==> src/rtl/blackjack_game_ctrl.sv <==
`default_nettype none
// +----------------------------------------------------------------------------+
// | blackjack_game_ctrl: blackjack engine with LFSR/external shoe, ace-aware   |
// | scoring and automatic dealer play.    Revision: 1.0                        |
// +----------------------------------------------------------------------------+
module blackjack_game_ctrl #(
  parameter int          MAX_CARDS    = 9,
  parameter int          DEALER_STAND = 17,
  parameter int          EXT_DECK     = 0,
  parameter logic [15:0] SEED         = 16'hACE1,
  localparam int         CW           = $clog2(MAX_CARDS + 1)
) (
  input  logic                   clk,
  input  logic                   rst,
  input  logic                   new_game,
  input  logic                   hit,
  input  logic                   stand,
  input  logic [3:0]             ext_rank,
  input  logic [1:0]             ext_suit,
  output logic                   card_take,
  output logic [4*MAX_CARDS-1:0] player_ranks,
  output logic [2*MAX_CARDS-1:0] player_suits,
  output logic [4*MAX_CARDS-1:0] dealer_ranks,
  output logic [2*MAX_CARDS-1:0] dealer_suits,
  output logic [CW-1:0]          player_count,
  output logic [CW-1:0]          dealer_count,
  output logic [5:0]             player_score,
  output logic [5:0]             dealer_score,
  output logic                   dealer_hidden,
  output logic [2:0]             phase,
  output logic [1:0]             outcome
);

  localparam logic [CW-1:0] c_max   = CW'(MAX_CARDS);
  localparam logic [5:0]    c_stand = 6'(DEALER_STAND);
  localparam logic [5:0]    c_bj    = 6'd21;

  typedef enum logic [2:0] {
    S_IDLE   = 3'd0,
    S_DEAL   = 3'd1,
    S_PLAYER = 3'd2,
    S_DEALER = 3'd3,
    S_RESULT = 3'd4
  } state_t;

  state_t                 r_state;
  logic [1:0]             r_k;
  logic [15:0]            r_lfsr;
  logic                   r_new_game_q;
  logic                   r_hit_q;
  logic                   r_stand_q;
  logic                   r_armed;
  logic [1:0]             r_outcome;
  logic [5:0]             r_p_hard;
  logic [5:0]             r_d_hard;
  logic                   r_p_ace;
  logic                   r_d_ace;
  logic [CW-1:0]          r_p_count;
  logic [CW-1:0]          r_d_count;
  logic [4*MAX_CARDS-1:0] r_p_ranks;
  logic [2*MAX_CARDS-1:0] r_p_suits;
  logic [4*MAX_CARDS-1:0] r_d_ranks;
  logic [2*MAX_CARDS-1:0] r_d_suits;

  logic          w_new_game_rise;
  logic          w_hit_rise;
  logic          w_stand_rise;
  logic          w_start;
  logic          w_fb;
  logic [3:0]    w_lfsr_r;
  logic [3:0]    w_lfsr_rank;
  logic [3:0]    w_rank;
  logic [1:0]    w_suit;
  logic [5:0]    w_pts;
  logic          w_is_ace;
  logic          w_take_p;
  logic          w_take_d;
  logic          w_d_draw;
  logic [5:0]    w_p_hard_nxt;
  logic [5:0]    w_d_hard_nxt;
  logic          w_p_ace_nxt;
  logic          w_d_ace_nxt;
  logic [5:0]    w_p_score;
  logic [5:0]    w_d_score;
  logic [5:0]    w_p_score_nxt;
  logic [CW-1:0] w_p_count_inc;
  logic [CW-1:0] w_d_count_inc;

  function automatic logic [5:0] score_of(input logic [5:0] hard, input logic ace);
    score_of = (ace && (hard <= 6'd11)) ? hard + 6'd10 : hard;
  endfunction

  function automatic logic [1:0] judge(input logic [5:0] p, input logic [5:0] d);
    if (p > c_bj)      judge = 2'd2;
    else if (d > c_bj) judge = 2'd1;
    else if (p > d)    judge = 2'd1;
    else if (d > p)    judge = 2'd2;
    else               judge = 2'd3;
  endfunction

  // r_armed blocks a button already held while rst releases from counting as a press.
  assign w_new_game_rise = new_game & ~r_new_game_q & r_armed;
  assign w_hit_rise      = hit      & ~r_hit_q      & r_armed;
  assign w_stand_rise    = stand    & ~r_stand_q    & r_armed;
  assign w_start         = w_new_game_rise & ((r_state == S_IDLE) || (r_state == S_RESULT));

  assign w_fb        = r_lfsr[15] ^ r_lfsr[13] ^ r_lfsr[12] ^ r_lfsr[10];
  assign w_lfsr_r    = r_lfsr[3:0];
  assign w_lfsr_rank = ((w_lfsr_r >= 4'd13) ? (w_lfsr_r - 4'd13) : w_lfsr_r) + 4'd1;
  assign w_rank      = (EXT_DECK != 0) ? ext_rank : w_lfsr_rank;
  assign w_suit      = (EXT_DECK != 0) ? ext_suit : r_lfsr[5:4];

  assign w_is_ace = (w_rank == 4'd1);
  assign w_pts    = (w_rank >= 4'd11) ? 6'd10 : {2'b00, w_rank};

  assign w_p_hard_nxt  = r_p_hard + w_pts;
  assign w_d_hard_nxt  = r_d_hard + w_pts;
  assign w_p_ace_nxt   = r_p_ace | w_is_ace;
  assign w_d_ace_nxt   = r_d_ace | w_is_ace;
  assign w_p_score     = score_of(r_p_hard, r_p_ace);
  assign w_d_score     = score_of(r_d_hard, r_d_ace);
  assign w_p_score_nxt = score_of(w_p_hard_nxt, w_p_ace_nxt);
  assign w_p_count_inc = r_p_count + 1'b1;
  assign w_d_count_inc = r_d_count + 1'b1;

  assign w_d_draw = (w_d_score < c_stand) && (r_d_count < c_max);

  always_comb begin
    w_take_p = 1'b0;
    w_take_d = 1'b0;
    case (r_state)
      S_DEAL: begin
        w_take_p = ~r_k[0] & (r_p_count < c_max);
        w_take_d =  r_k[0] & (r_d_count < c_max);
      end
      S_PLAYER: w_take_p = w_hit_rise & ~w_stand_rise & (r_p_count < c_max);
      S_DEALER: w_take_d = w_d_draw;
      default: ;
    endcase
    if (rst) begin
      w_take_p = 1'b0;
      w_take_d = 1'b0;
    end
  end

  always_ff @(posedge clk) begin
    if (rst) begin
      r_state      <= S_IDLE;
      r_k          <= 2'd0;
      r_lfsr       <= SEED;
      r_new_game_q <= 1'b0;
      r_hit_q      <= 1'b0;
      r_stand_q    <= 1'b0;
      r_armed      <= 1'b0;
      r_outcome    <= 2'd0;
      r_p_hard     <= 6'd0;
      r_d_hard     <= 6'd0;
      r_p_ace      <= 1'b0;
      r_d_ace      <= 1'b0;
      r_p_count    <= '0;
      r_d_count    <= '0;
      r_p_ranks    <= '0;
      r_p_suits    <= '0;
      r_d_ranks    <= '0;
      r_d_suits    <= '0;
    end else begin
      r_lfsr       <= {r_lfsr[14:0], w_fb};
      r_new_game_q <= new_game;
      r_hit_q      <= hit;
      r_stand_q    <= stand;
      r_armed      <= 1'b1;

      if (w_take_p) begin
        r_p_hard  <= w_p_hard_nxt;
        r_p_ace   <= w_p_ace_nxt;
        r_p_count <= w_p_count_inc;
        for (int i = 0; i < MAX_CARDS; i++) begin
          if (r_p_count == CW'(i)) begin
            r_p_ranks[4*i +: 4] <= w_rank;
            r_p_suits[2*i +: 2] <= w_suit;
          end
        end
      end

      if (w_take_d) begin
        r_d_hard  <= w_d_hard_nxt;
        r_d_ace   <= w_d_ace_nxt;
        r_d_count <= w_d_count_inc;
        for (int i = 0; i < MAX_CARDS; i++) begin
          if (r_d_count == CW'(i)) begin
            r_d_ranks[4*i +: 4] <= w_rank;
            r_d_suits[2*i +: 2] <= w_suit;
          end
        end
      end

      case (r_state)
        S_DEAL: begin
          r_k <= r_k + 2'd1;
          if (r_k == 2'd3) begin
            r_state <= (w_p_score == c_bj) ? S_DEALER : S_PLAYER;
          end
        end
        S_PLAYER: begin
          if (w_stand_rise) begin
            r_state <= S_DEALER;
          end else if (w_hit_rise) begin
            if (w_p_score_nxt > c_bj) begin
              r_state   <= S_RESULT;
              r_outcome <= 2'd2;
            end else if (w_p_count_inc == c_max) begin
              r_state <= S_DEALER;
            end
          end
        end
        S_DEALER: begin
          if (!w_d_draw) begin
            r_state   <= S_RESULT;
            r_outcome <= judge(w_p_score, w_d_score);
          end
        end
        default: ;
      endcase

      // A new game wipes both hands and the outcome on the edge that enters DEAL.
      if (w_start) begin
        r_state   <= S_DEAL;
        r_k       <= 2'd0;
        r_outcome <= 2'd0;
        r_p_hard  <= 6'd0;
        r_d_hard  <= 6'd0;
        r_p_ace   <= 1'b0;
        r_d_ace   <= 1'b0;
        r_p_count <= '0;
        r_d_count <= '0;
        r_p_ranks <= '0;
        r_p_suits <= '0;
        r_d_ranks <= '0;
        r_d_suits <= '0;
      end
    end
  end

  assign card_take     = w_take_p | w_take_d;
  assign player_ranks  = r_p_ranks;
  assign player_suits  = r_p_suits;
  assign dealer_ranks  = r_d_ranks;
  assign dealer_suits  = r_d_suits;
  assign player_count  = r_p_count;
  assign dealer_count  = r_d_count;
  assign player_score  = w_p_score;
  assign dealer_score  = w_d_score;
  assign dealer_hidden = (r_state == S_DEAL) || (r_state == S_PLAYER);
  assign phase         = r_state;
  assign outcome       = r_outcome;

endmodule
`default_nettype wire

==> config.mk <==
export PLATFORM = sky130hd
export DESIGN_NAME = blackjack_game_ctrl
export DESIGN_NICKNAME = d
export VERILOG_FILES = /design/src/rtl/blackjack_game_ctrl.sv
export SDC_FILE = /design/constraint.sdc
export NUM_CORES = 1
export LEC_CHECK = 0
export ABC_CLOCK_PERIOD_IN_PS = 6900
export BUFFER_PORTS_ARGS = -buffer_cell sky130_fd_sc_hd__buf_2
export CAP_MARGIN = 0
export CORE_AREA = 3 3 159 123
export CTS_BUF_LIST = sky130_fd_sc_hd__clkbuf_8 sky130_fd_sc_hd__clkbuf_16
export CTS_CLUSTER_DIAMETER = 50
export DETAILED_ROUTE_END_ITERATION = 10
export DIE_AREA = 0 0 162 126
export PLACE_DENSITY = 0.57
export SYNTH_ARGS = -nofsm -noshare
export SYNTH_HDL_FRONTEND = slang
export SYNTH_SLANG_ARGS = --single-unit
==> constraint.sdc <==
create_clock -name clk -period 6.9 [get_ports clk]
set_input_delay 1.035 -clock clk [delete_from_list [all_inputs] [get_ports clk]]
set_output_delay 1.035 -clock clk [all_outputs]
set_load 0.03 [all_outputs]
**After elaboration in Yosys (flattened, before gate mapping)**

Cells that the tools add are included.

- Output and inout bits: 135
- Input port bits: 11
- Logic and storage cells: 193
- Register bits: 157

- Eq/ne operators: 35
- Reduce and logical (&&, ||, !) cells: 34
- Magnitude comparators: 13
- Mux-type cells: 28
- Add/subtract/negate cells: 10
- Bitwise gates (word level): 22

Operators with widths:

| kind | number |
|---|---|
| 2-bit AND reduction | 18 |
| 4-bit by 3-bit == test with 1-bit output (second input constant) | 8 |
| 6-bit by 4-bit adder with 6-bit output (second input constant) | 3 |
| 6-bit by 5-bit greater-than comparator with 1-bit output (second input constant) | 3 |
| 6-bit by 4-bit less-or-equal comparator with 1-bit output (second input constant) | 3 |
| 3-bit two-way mux | 6 |
| 6-bit two-way mux | 3 |
| 4-bit by 2-bit == test with 1-bit output (second input constant) | 4 |
| 5-bit AND reduction | 3 |
| 2-bit two-way mux | 7 |
| 4-bit by 1-bit adder with 4-bit output (second input constant) | 3 |
| 6-bit by 4-bit adder with 6-bit output | 2 |
| 4-bit by 1-bit == test with 1-bit output (second input constant) | 3 |
| 4-bit == test (second input constant) | 3 |
| 6-bit greater-than comparator | 2 |
| 1-bit bitwise AND | 11 |
| 2-bit inequality test (second input constant) | 5 |
| 3-bit inequality test (second input constant) | 3 |
| 3-bit case mux with 3 select lines | 1 |
| 4-bit >= comparator (second input constant) | 2 |
| 4-bit logical NOT | 2 |
| 4-bit < comparator (second input constant) | 2 |
| 4-bit two-way mux | 2 |
| 4-bit inequality test (second input constant) | 2 |
| 22 further kinds | 41 |

**Depth between registers and ports, before layout**

Gate-level depths: netlist of run 1.

- Depth in word-level cells: 15
- Depth in mapped cells: 26
- Mapped depth without buffers: 24

**Worst setup path before layout of run 1**

OpenSTA, ideal clock, no wires.

- Kind: register -> register
- From: register r_lfsr[0]
- To: register r_state[0] (netlist: phase[0])
- Buffers on the path: 2
- Clock period less this slack: 4848 ps
- Required time: 6814 ps
- Arrival time: 4762 ps
- Library setup time: 86 ps
- Setup slack: 2052 ps
- Stages on the path, launching flop included: 27
- Cell sequence: dfxtp_1 > inv_1 > ha_1 > nor2b_1 > o21ai_0 > and2_1 > clkbuf_1 > inv_1 > ha_1 > xnor2_1 > clkbuf_1 > nor2_1 > nor2_1 > nor2_1 > ha_1 > inv_1 > fa_1 > xor2_1 > inv_1 > ha_1 > a21oi_1 > nor2_1 > o311a_1 > a2111o_1 > o41ai_1 > a211oi_1 > a211oi_1

- Cells in the longest elaborated chain, start to end: 15
- Elaborated cells between the ends (all ways): 21
- Those cells by class: 4 x add/sub; 4 x order compare; 2 x eq/ne; 8 x mux; 1 x bitwise; 2 x reduce/logical

RTL lines:

| what | RTL line | RTL |
|---|---|---|
| start: declaration | 48 | `logic [15:0] r_lfsr;` |
| start signal: assignment | 167 | `r_lfsr <= {r_lfsr[14:0], w_fb};` |
| 4-bit subtractor / 4-bit >= comparator (equally long branches) | 109 | `assign w_lfsr_rank = ((w_lfsr_r >= 4'd13) ? (w_lfsr_r - 4'd13) : w_lfsr_r) + 4'd1;` |
| 4-bit two-way mux * | 109 |  |
| 4-bit by 1-bit adder with 4-bit output * | 109 |  |
| via w_lfsr_rank[0] | 71 | `logic [3:0] w_lfsr_rank;` |
| 4-bit >= comparator | 114 | `assign w_pts = (w_rank >= 4'd11) ? 6'd10 : {2'b00, w_rank};` |
| 4-bit two-way mux * | 114 |  |
| 6-bit by 4-bit adder with 6-bit output * | 116 | `assign w_p_hard_nxt = r_p_hard + w_pts;` |
| via w_p_hard_nxt[2] | 79 | `logic [5:0] w_p_hard_nxt;` |
| 6-bit by 4-bit less-or-equal comparator with 1-bit output | 90 | `score_of = (ace && (hard <= 6'd11)) ? hard + 6'd10 : hard;` |
| 1-bit logical AND | 90 |  |
| 6-bit two-way mux * | 90 |  |
| 6-bit by 5-bit greater-than comparator with 1-bit output * | 208 | `if (w_p_score_nxt > c_bj) begin` |
| 3-bit two-way mux | 208 |  |
| 3-bit two-way mux | 207 | `end else if (w_hit_rise) begin` |
| 3-bit two-way mux | 205 | `if (w_stand_rise) begin` |
| 3-bit case mux with 3 select lines | 197 | `case (r_state)` |
| 1-bit two-way mux | 226 | `if (w_start) begin` |
| end signal: assignment | 201 | `r_state <= (w_p_score == c_bj) ? S_DEALER : S_PLAYER;` |
| end: declaration | 46 | `state_t r_state;` |

The timed path passes the listed nets; every way through them passes the cells marked *. The select of a mux whose other input is x is not followed.
A chain may end at the register's enable or synchronous reset.

**Worst setup path after layout of run 1**

- From: register r_lfsr[0]
- To: register r_state[0] (netlist: phase[0])

- Cells in the longest elaborated chain, start to end: 15
- Elaborated cells between the ends (all ways): 21
- Those cells by class: 4 x add/sub; 4 x order compare; 2 x eq/ne; 8 x mux; 1 x bitwise; 2 x reduce/logical

RTL lines:

| what | RTL line |
|---|---|
| 4-bit subtractor / 4-bit >= comparator (equally long branches) | 109 |
| 4-bit two-way mux * | 109 |
| 4-bit by 1-bit adder with 4-bit output * | 109 |
| 4-bit >= comparator | 114 |
| 4-bit two-way mux * | 114 |
| 6-bit by 4-bit adder with 6-bit output * | 116 |
| via w_p_hard_nxt[2] | 79 |
| 6-bit by 4-bit less-or-equal comparator with 1-bit output | 90 |
| 1-bit logical AND | 90 |
| 6-bit two-way mux * | 90 |
| 6-bit by 5-bit greater-than comparator with 1-bit output * | 208 |
| 3-bit two-way mux | 208 |
| 3-bit two-way mux | 207 |
| 3-bit two-way mux | 205 |
| 3-bit case mux with 3 select lines | 197 |
| 1-bit two-way mux | 226 |

Marked as above.

==> results of run 1 <==
-- cells in the mapped netlist (all sizes together), types with 2 or more instances --
| master | instances | share of area [%] |
|---|---|---|
| a31oi | 3 | 0.35 |
| nor2b | 20 | 1.7 |
| clkbuf | 39 | 2.0 |
| nand4 | 2 | 0.17 |
| or3 | 4 | 0.42 |
| nand2b | 12 | 1.0 |
| and3 | 8 | 0.70 |
| o21ai | 30 | 2.4 |
| nor3b | 3 | 0.31 |
| a22o | 2 | 0.24 |
| nand3 | 11 | 0.77 |
| nand2 | 24 | 1.3 |
| buf | 4 | 0.33 |
| nor2 | 152 | 8.0 |
| nand4b | 3 | 0.37 |
| dfxtp | 157 | 44 |
| nand3b | 2 | 0.21 |
| or4b | 3 | 0.42 |
| ha | 33 | 5.7 |
| a211oi | 8 | 0.83 |
| o21bai | 2 | 0.21 |
| xnor2 | 16 | 1.9 |
| a21o | 7 | 0.73 |
| nor4b | 4 | 0.49 |
| a21oi | 26 | 1.8 |
| a2111oi | 2 | 0.33 |
| mux2i | 112 | 16 |
| nor4 | 2 | 0.17 |
| a221oi | 2 | 0.24 |
| fa | 2 | 0.56 |
| xor2 | 5 | 0.61 |
| and4 | 2 | 0.24 |
| nor3 | 6 | 1.0 |
| inv | 33 | 1.7 |
| o31ai | 2 | 0.21 |
| or2 | 7 | 0.61 |
-- registers in the layout, summed over array words and instances (netlist names) --
signal,flops
r_p_ace,1
player_ranks,36
r_hit_q,1
phase,3
r_p_hard,6
player_suits,18
r_d_hard,6
outcome,2
r_armed,1
player_count,4
dealer_count,4
r_stand_q,1
r_new_game_q,1
r_lfsr,16
r_d_ace,1
r_k,2
dealer_ranks,36
dealer_suits,18
-- power groups by stage --
stage	registers [mW]	clock network (mW)	logic, mW
6_report	0.932	0.946	0.202
5_1_grt	0.933	1.01	0.225
4_1_cts	0.931	0.968	0.205
3_5_place_dp	0.952	0	0.203
3_3_place_gp	0.952	0	0.204
2_1_floorplan	0.948	0	0.147
-- per-stage QoR --
stage                     utilization [%]  worst slack (ns)  std cells  total power [mW]
after global routing                 47.9             0.617       1149              2.17
after global placement               44.6              1.20       1117              1.16
final                                47.9              1.14       1149              2.08
after detailed placement             44.6              1.12       1117              1.16
after floorplan                         -              2.05        769              1.10
after CTS                            47.9              1.08       1149              2.10
-- path summary, 6_finish.rpt --
path	to	slack [ns]	start	cells after the start
max	phase[0]	1.14	r_lfsr[0]	22
min reg2reg	r_lfsr[7]	0.41	r_lfsr[6]	1
max reg2reg	phase[0]	1.14	r_lfsr[0]	22
min	r_lfsr[7]	0.41	r_lfsr[6]	1
-- metal layers --
metal,up-vias,global-route usage (%)
met5,-,0
met4,0,3.66
met3,8,5.33
met2,141,27.4
met1,2666,26.3
li1,2871,-
-- cell families (layout without fill, tap and decap cells) --
kind of cell,count (synthesis),after routing,synth area share [%]
and+or+nand+nor,269,269,18.3
DFF,157,157,43.7
muxes,113,113,15.7
AOI/OAI and AO/OA,98,98,9.29
buffers and inverters,76,209,4.09
adders and majority gates,35,35,6.30
xor gates and xnor gates,21,21,2.56
-- layout make-up --
cell class,count,area share (%)
clock buffer,17,4.89
clock inverter,15,2.03
inverter,33,1.42
multi-input combinational,536,43.6
sequential,157,36.1
tap,247,3.55
timing repair buffer,144,8.42
==> results.yml, run 1 <==
final_layout:
  drive_above_1_share_pct: 22.8
  multiInputGateArea_mm2: 0.00380
  nets: 935
  syn2layout_area_growth_pct: 21.0
  final_area_mm2: 0.00871
  final_common_cell: "dfxtp_1"
  final_cell_mix: "157 x dfxtp_1, 151 x nor2_1, 139 x buf_2"
  seqCellArea_mm2: 0.00314
  antenna_cells: 0
  fillCellCount: 1791
die:
  die_area_mm2: 0.0204
  ios: 146
  initial_core_util_pct: 39.6
  rows: 43
  die_x_um: 162
  die_height_um: 126
  coreArea_mm2: 0.0182
timing:
  slew_headroom_pct: 35.4
  skew_ns: 0.0114
  rsz0062_at_grt: "false"
  finalMaxSlewViolations: 0
  setup_violations: 0
  timing.final.crit_period_ns: 5.76
  setup_tns_ns: 0
  worstMarginPinSlew_ns: 0.969
  fin_crit_sh_pct: 83.4
  fmax_ghz: 0.174
  worst_hold_slack_ns: 0.408
  finalHoldViolCount: 0
pwr:
  peakVddDrop_mv: 0.166
  combPwrFrac_pct: 9.7
  p_per_area_mw_per_mm2: 239
  p_int_mw: 1.50
  power_switching_uw: 579
  p_clk_share_pct: 45.5
  leakagePower_nw: 4.48
  p_seq_share_pct: 44.8
  swShare_pct: 27.8
global_route:
  antenna_found_initial: 0
  gr-total-overflow: 0
  grt_pass1_wl_mm: 29.8
  grt_pass1_vias: 5396
  track_usage_pct: 18.3
  grt_max_degree: 76
place:
  place_congestion: 0.776
  dp_hpwl_mm: 12.9
  dpl_cell_area_mm2: 0.00811
  port_buffers: 139
critical_path:
  cp_num_buf_inv: 4
  start_kind: "flop"
  cpPeakStageDelay_ns: 0.81
  path_cells: "inv_1, ha_1, nor2b_1, o21ai_0, and2_1, inv_1, ha_1, xnor2_2, o21ai_0, nand2_1, inv_1, fa_1, xor2_1, inv_1, ha_1, a21oi_1, nor2_1, o311a_1, a2111o_1, o41ai_1, a211oi_1, a211oi_1"
  end_kind: "flop"
  worstPathArrival_ns: 6.09
  cp.required_ns: 7.24
  cpMostUsedCell: "inv_1"
  crit_slowest_cell: "and2_1"
  crit_family: "compound AO/OA/AOI/OAI gates"
  critPathMaxFanout: 21
  path_class: "flop to flop"
clock_network:
  clkTransAtPathRegs_ns: 0.07
  cts_tree: "yes"
  clock_sinks: 157
  clock_path_buffers: 2
  post_cts_buffers: 0
  cts_resized: 0
  h-tree-depth: 4
  hold_buffers: 0
  clkLatencyLatePin_ns: 0.42
  cts_root_buf: "clkbuf_16"
  cts_made_buffers: 17
detailed_routing:
  highest_layer: "met4"
  drt_iter0_drc: 410
  drt-met1-wl_mm: 9.20
  firstDrtPassIters: 5
  drt-vias-per-instance: 4.95
  vias: 5686
  postRouteAntennaNets: 0
  drc: 0
  routed_wl_mm: 18.4
  route.met3.wl_mm: 1.10
  met2_length_mm: 8.03
  wl_per_cell_um: 16.0
yosys:
  yosys_most_used_dff: "dfxtp_1"
  syn_area_mm2: 0.00719
  syn_area_per_cell_um2: 9.36
  ys_seq_elements: 157
  synth_edf_count: 0
  synth_nets: 815
  synth.yosys.seq_area_share_pct: 43.7
  postSynthCellCount: 769
  yosys_warnings: 0
  yosys.cell_types.count: 66
  async_flop_share_pct: 0
job:
  drv_cap: 0
worst_hold_path:
  hold_class: "flop to flop"
status:
  status: "completed"
(Power assumes the default switching activity.)
==> run 2: changes to the inputs <==
ABC_AREA = 1   (was unset)
ABC_CLOCK_PERIOD_IN_PS = 4800   (was 6900)
CORE_AREA = 3 3 153 118   (was 3 3 159 123)
DIE_AREA = 0 0 156 121   (was 0 0 162 126)
PLACE_DENSITY = 0.6   (was 0.57)
clock period = 4.8 ns   (was 6.9 ns; I/O delays follow)
==> results.yml, run 2 <==
yosys:
  synth_edf_count: 0
  postSynthCellCount: 817
  yosys_most_used_dff: "dfxtp_1"
  ys_seq_elements: 157
  yosysTopAreaCellShare_pct: 47.2
  synthTopCellsByArea: "dfxtp_1 47%, a21oi_1 9.7%, o21ai_0 8.6%"
  yosys.cell_types.count: 38
  synthAdderAreaFrac_pct: 6.80
  synth.yosys.seq_area_share_pct: 47.2
  synth_compound_area_share_pct: 21.3
  async_flop_share_pct: 0
  yosysMostFrequentCell: "dfxtp_1"
  synth_area_leader_cell: "dfxtp_1"
  muxShareOfSynthArea_pct: 0
  syn_area_mm2: 0.00666
  yosys_warnings: 0
  synth_simple_gate_area_share_pct: 13.9
  synthXorXnorAreaFrac_pct: 1.84
  synth_top_family_by_area: "compound AO/OA/AOI/OAI gates"
  synth_nets: 863
  syn_area_per_cell_um2: 8.15
  synth_top_cells_by_count: "157 x dfxtp_1, 129 x a21oi_1, 115 x o21ai_0, 93 x inv_1, 77 x nand2_1"
critical_path:
  r2r-start: "r_lfsr[0]"
  ff2ff_setup_slack_ns: 0.54
  cp_num_buf_inv: 7
  start_kind: "flop"
  cpMostUsedCell: "nand2_1"
  cp.required_ns: 5.12
  end_kind: "flop"
  crit_slowest_cell: "fa_1"
  r2r_end: "outcome[1]"
  crit_family: "adder cells"
  worstPathArrival_ns: 4.58
  critPathMaxFanout: 6
  path_class: "flop to flop"
  cpPeakStageDelay_ns: 0.41
  rr_worst_depth: 30
timing:
  slew_headroom_pct: 32.3
  setup_tns_ns: 0
  setup_slack_ns: 0.539
  worstMarginPinSlew_ns: 1.02
  rsz0062_at_grt: "false"
  fmax_ghz: 0.235
  fin_crit_sh_pct: 88.8
  finalHoldViolCount: 0
  timing.final.crit_period_ns: 4.26
  finalMaxSlewViolations: 0
  skew_ns: 0.0151
  setup_violations: 0
place:
  place_congestion: 0.826
  dpl_cell_area_mm2: 0.00747
  port_buffers: 139
  dp_slack_ns: 0.514
  dp_hpwl_mm: 11.7
worst_hold_path:
  hold-path-endpoint: "r_lfsr[12]"
  hold_path_depth: 2
  hp-start: "r_lfsr[11]"
  hold_class: "flop to flop"
final_layout:
  drive_above_1_share_pct: 22.5
  final_util_pct: 48.2
  seqCellArea_mm2: 0.00314
  final_area_mm2: 0.00804
  final_cell_mix: "157 x dfxtp_1, 139 x buf_2, 129 x a21oi_1"
  multiInputGateArea_mm2: 0.00293
  antenna_cells: 0
  fillCellCount: 1667
  nets: 983
  final_common_cell: "dfxtp_1"
  syn2layout_area_growth_pct: 20.7
die:
  die_height_um: 121
  ios: 146
  coreArea_mm2: 0.0167
  initial_core_util_pct: 39.9
  rows: 41
  die_area_mm2: 0.0189
  die_x_um: 156
pwr:
  p_per_area_mw_per_mm2: 363
  peakVddDrop_mv: 0.189
  leakagePower_nw: 3.83
  total_power_mw: 2.92
status:
  status: "completed"
global_route:
  grt_pass1_wl_mm: 27.4
  track_usage_pct: 18.2
  grt_pass1_vias: 5238
  antenna_found_initial: 0
  grt_max_degree: 115
  gr-total-overflow: 0
clock_network:
  clkTransAtPathRegs_ns: 0.06
  clock_path_buffers: 2
  clkLatencyLatePin_ns: 0.43
  cts_tree: "yes"
  cts_made_buffers: 17
  clock_sinks: 157
  post_cts_buffers: 0
  h-tree-depth: 4
  cts_root_buf: "clkbuf_16"
detailed_routing:
  vias: 5655
  drt_iter0_drc: 340
  wl_per_cell_um: 14.6
  postRouteAntennaNets: 0
  drc: 0
  drt-vias-per-instance: 4.85
  routed_wl_mm: 17.0
  firstDrtPassIters: 4
job:
  drv_cap: 0
==> run 2: report_power, final <==
group / switching [mW] / total (mW) / internal (mW)
clock network: 0.569 / 1.29 / 0.718
logic: 0.210 / 0.292 / 0.0824
registers: 0.0170 / 1.34 / 1.32
total: 0.796 / 2.92 / 2.12
==> run 2: layout make-up <==
type | instances | area share (%)
clock inverter | 15 | 1.68
sequential | 157 | 39.1
multi-input combinational | 514 | 36.5
timing repair buffer | 148 | 9.49
clock buffer | 17 | 5.29
inverter | 99 | 4.62
tap | 215 | 3.35
==> run 2: worst reg2reg max path, delay by kind of cell (launching register included) <==
kind | cells | cell delay [ns]
and+or+nand+nor | 13 | 1.07
adders and majority gates | 5 | 1.29
buffers and inverters | 7 | 0.58
AOI/OAI and AO/OA | 3 | 0.51
xor gates and xnor gates | 2 | 0.33
DFF | 1 | 0.38
==> run 2: timing repair <==
| action | in CTS | in global routing |
|---|---|---|
| hold buffers | 0 | 0 |
| endpoints found under the setup margin | 0 | 3 |
| resized for setup | 0 | 1 |
==> run 2: worst max path at each step <==
stage	startpoint	endpoint	slack, ns	cells after the start
global placement	r_lfsr[0]	outcome[1]	0.55	30
detailed placement	r_lfsr[0]	outcome[1]	0.51	30
finish	r_lfsr[0]	outcome[1]	0.54	30
global route	r_lfsr[0]	outcome[1]	0.02	30
CTS	r_lfsr[0]	outcome[1]	0.52	30
floorplan	r_lfsr[0]	outcome[1]	0.73	28
==> run 2: metal layers <==
metal	wire (µm)	vias to the layer above	track usage (%)
met3	1080	11	5.88
met4	189	0	4.52
li1	-	2966	-
met1	8870	2542	27.0
met5	0	-	0
met2	6850	136	25.4
==> run 2: cells by family (layout without fill, tap and decap cells) <==
kind of cell / after synthesis / count (layout)
flops: 157 / 157
compound gates: 270 / 270
fa+ha+maj: 35 / 35
simple gates: 195 / 195
xor+xnor: 14 / 14
buf+inv: 146 / 279
==> run 2: stage by stage <==
step | std cells | hold WS, ns
2_1_floorplan | 817 | 0.388
3_5_place_dp | 1133 | 0.393
4_1_cts | 1165 | 0.405
5_1_grt | 1165 | 0.422
6_report | 1165 | 0.404
3_3_place_gp | 1133 | 0.392
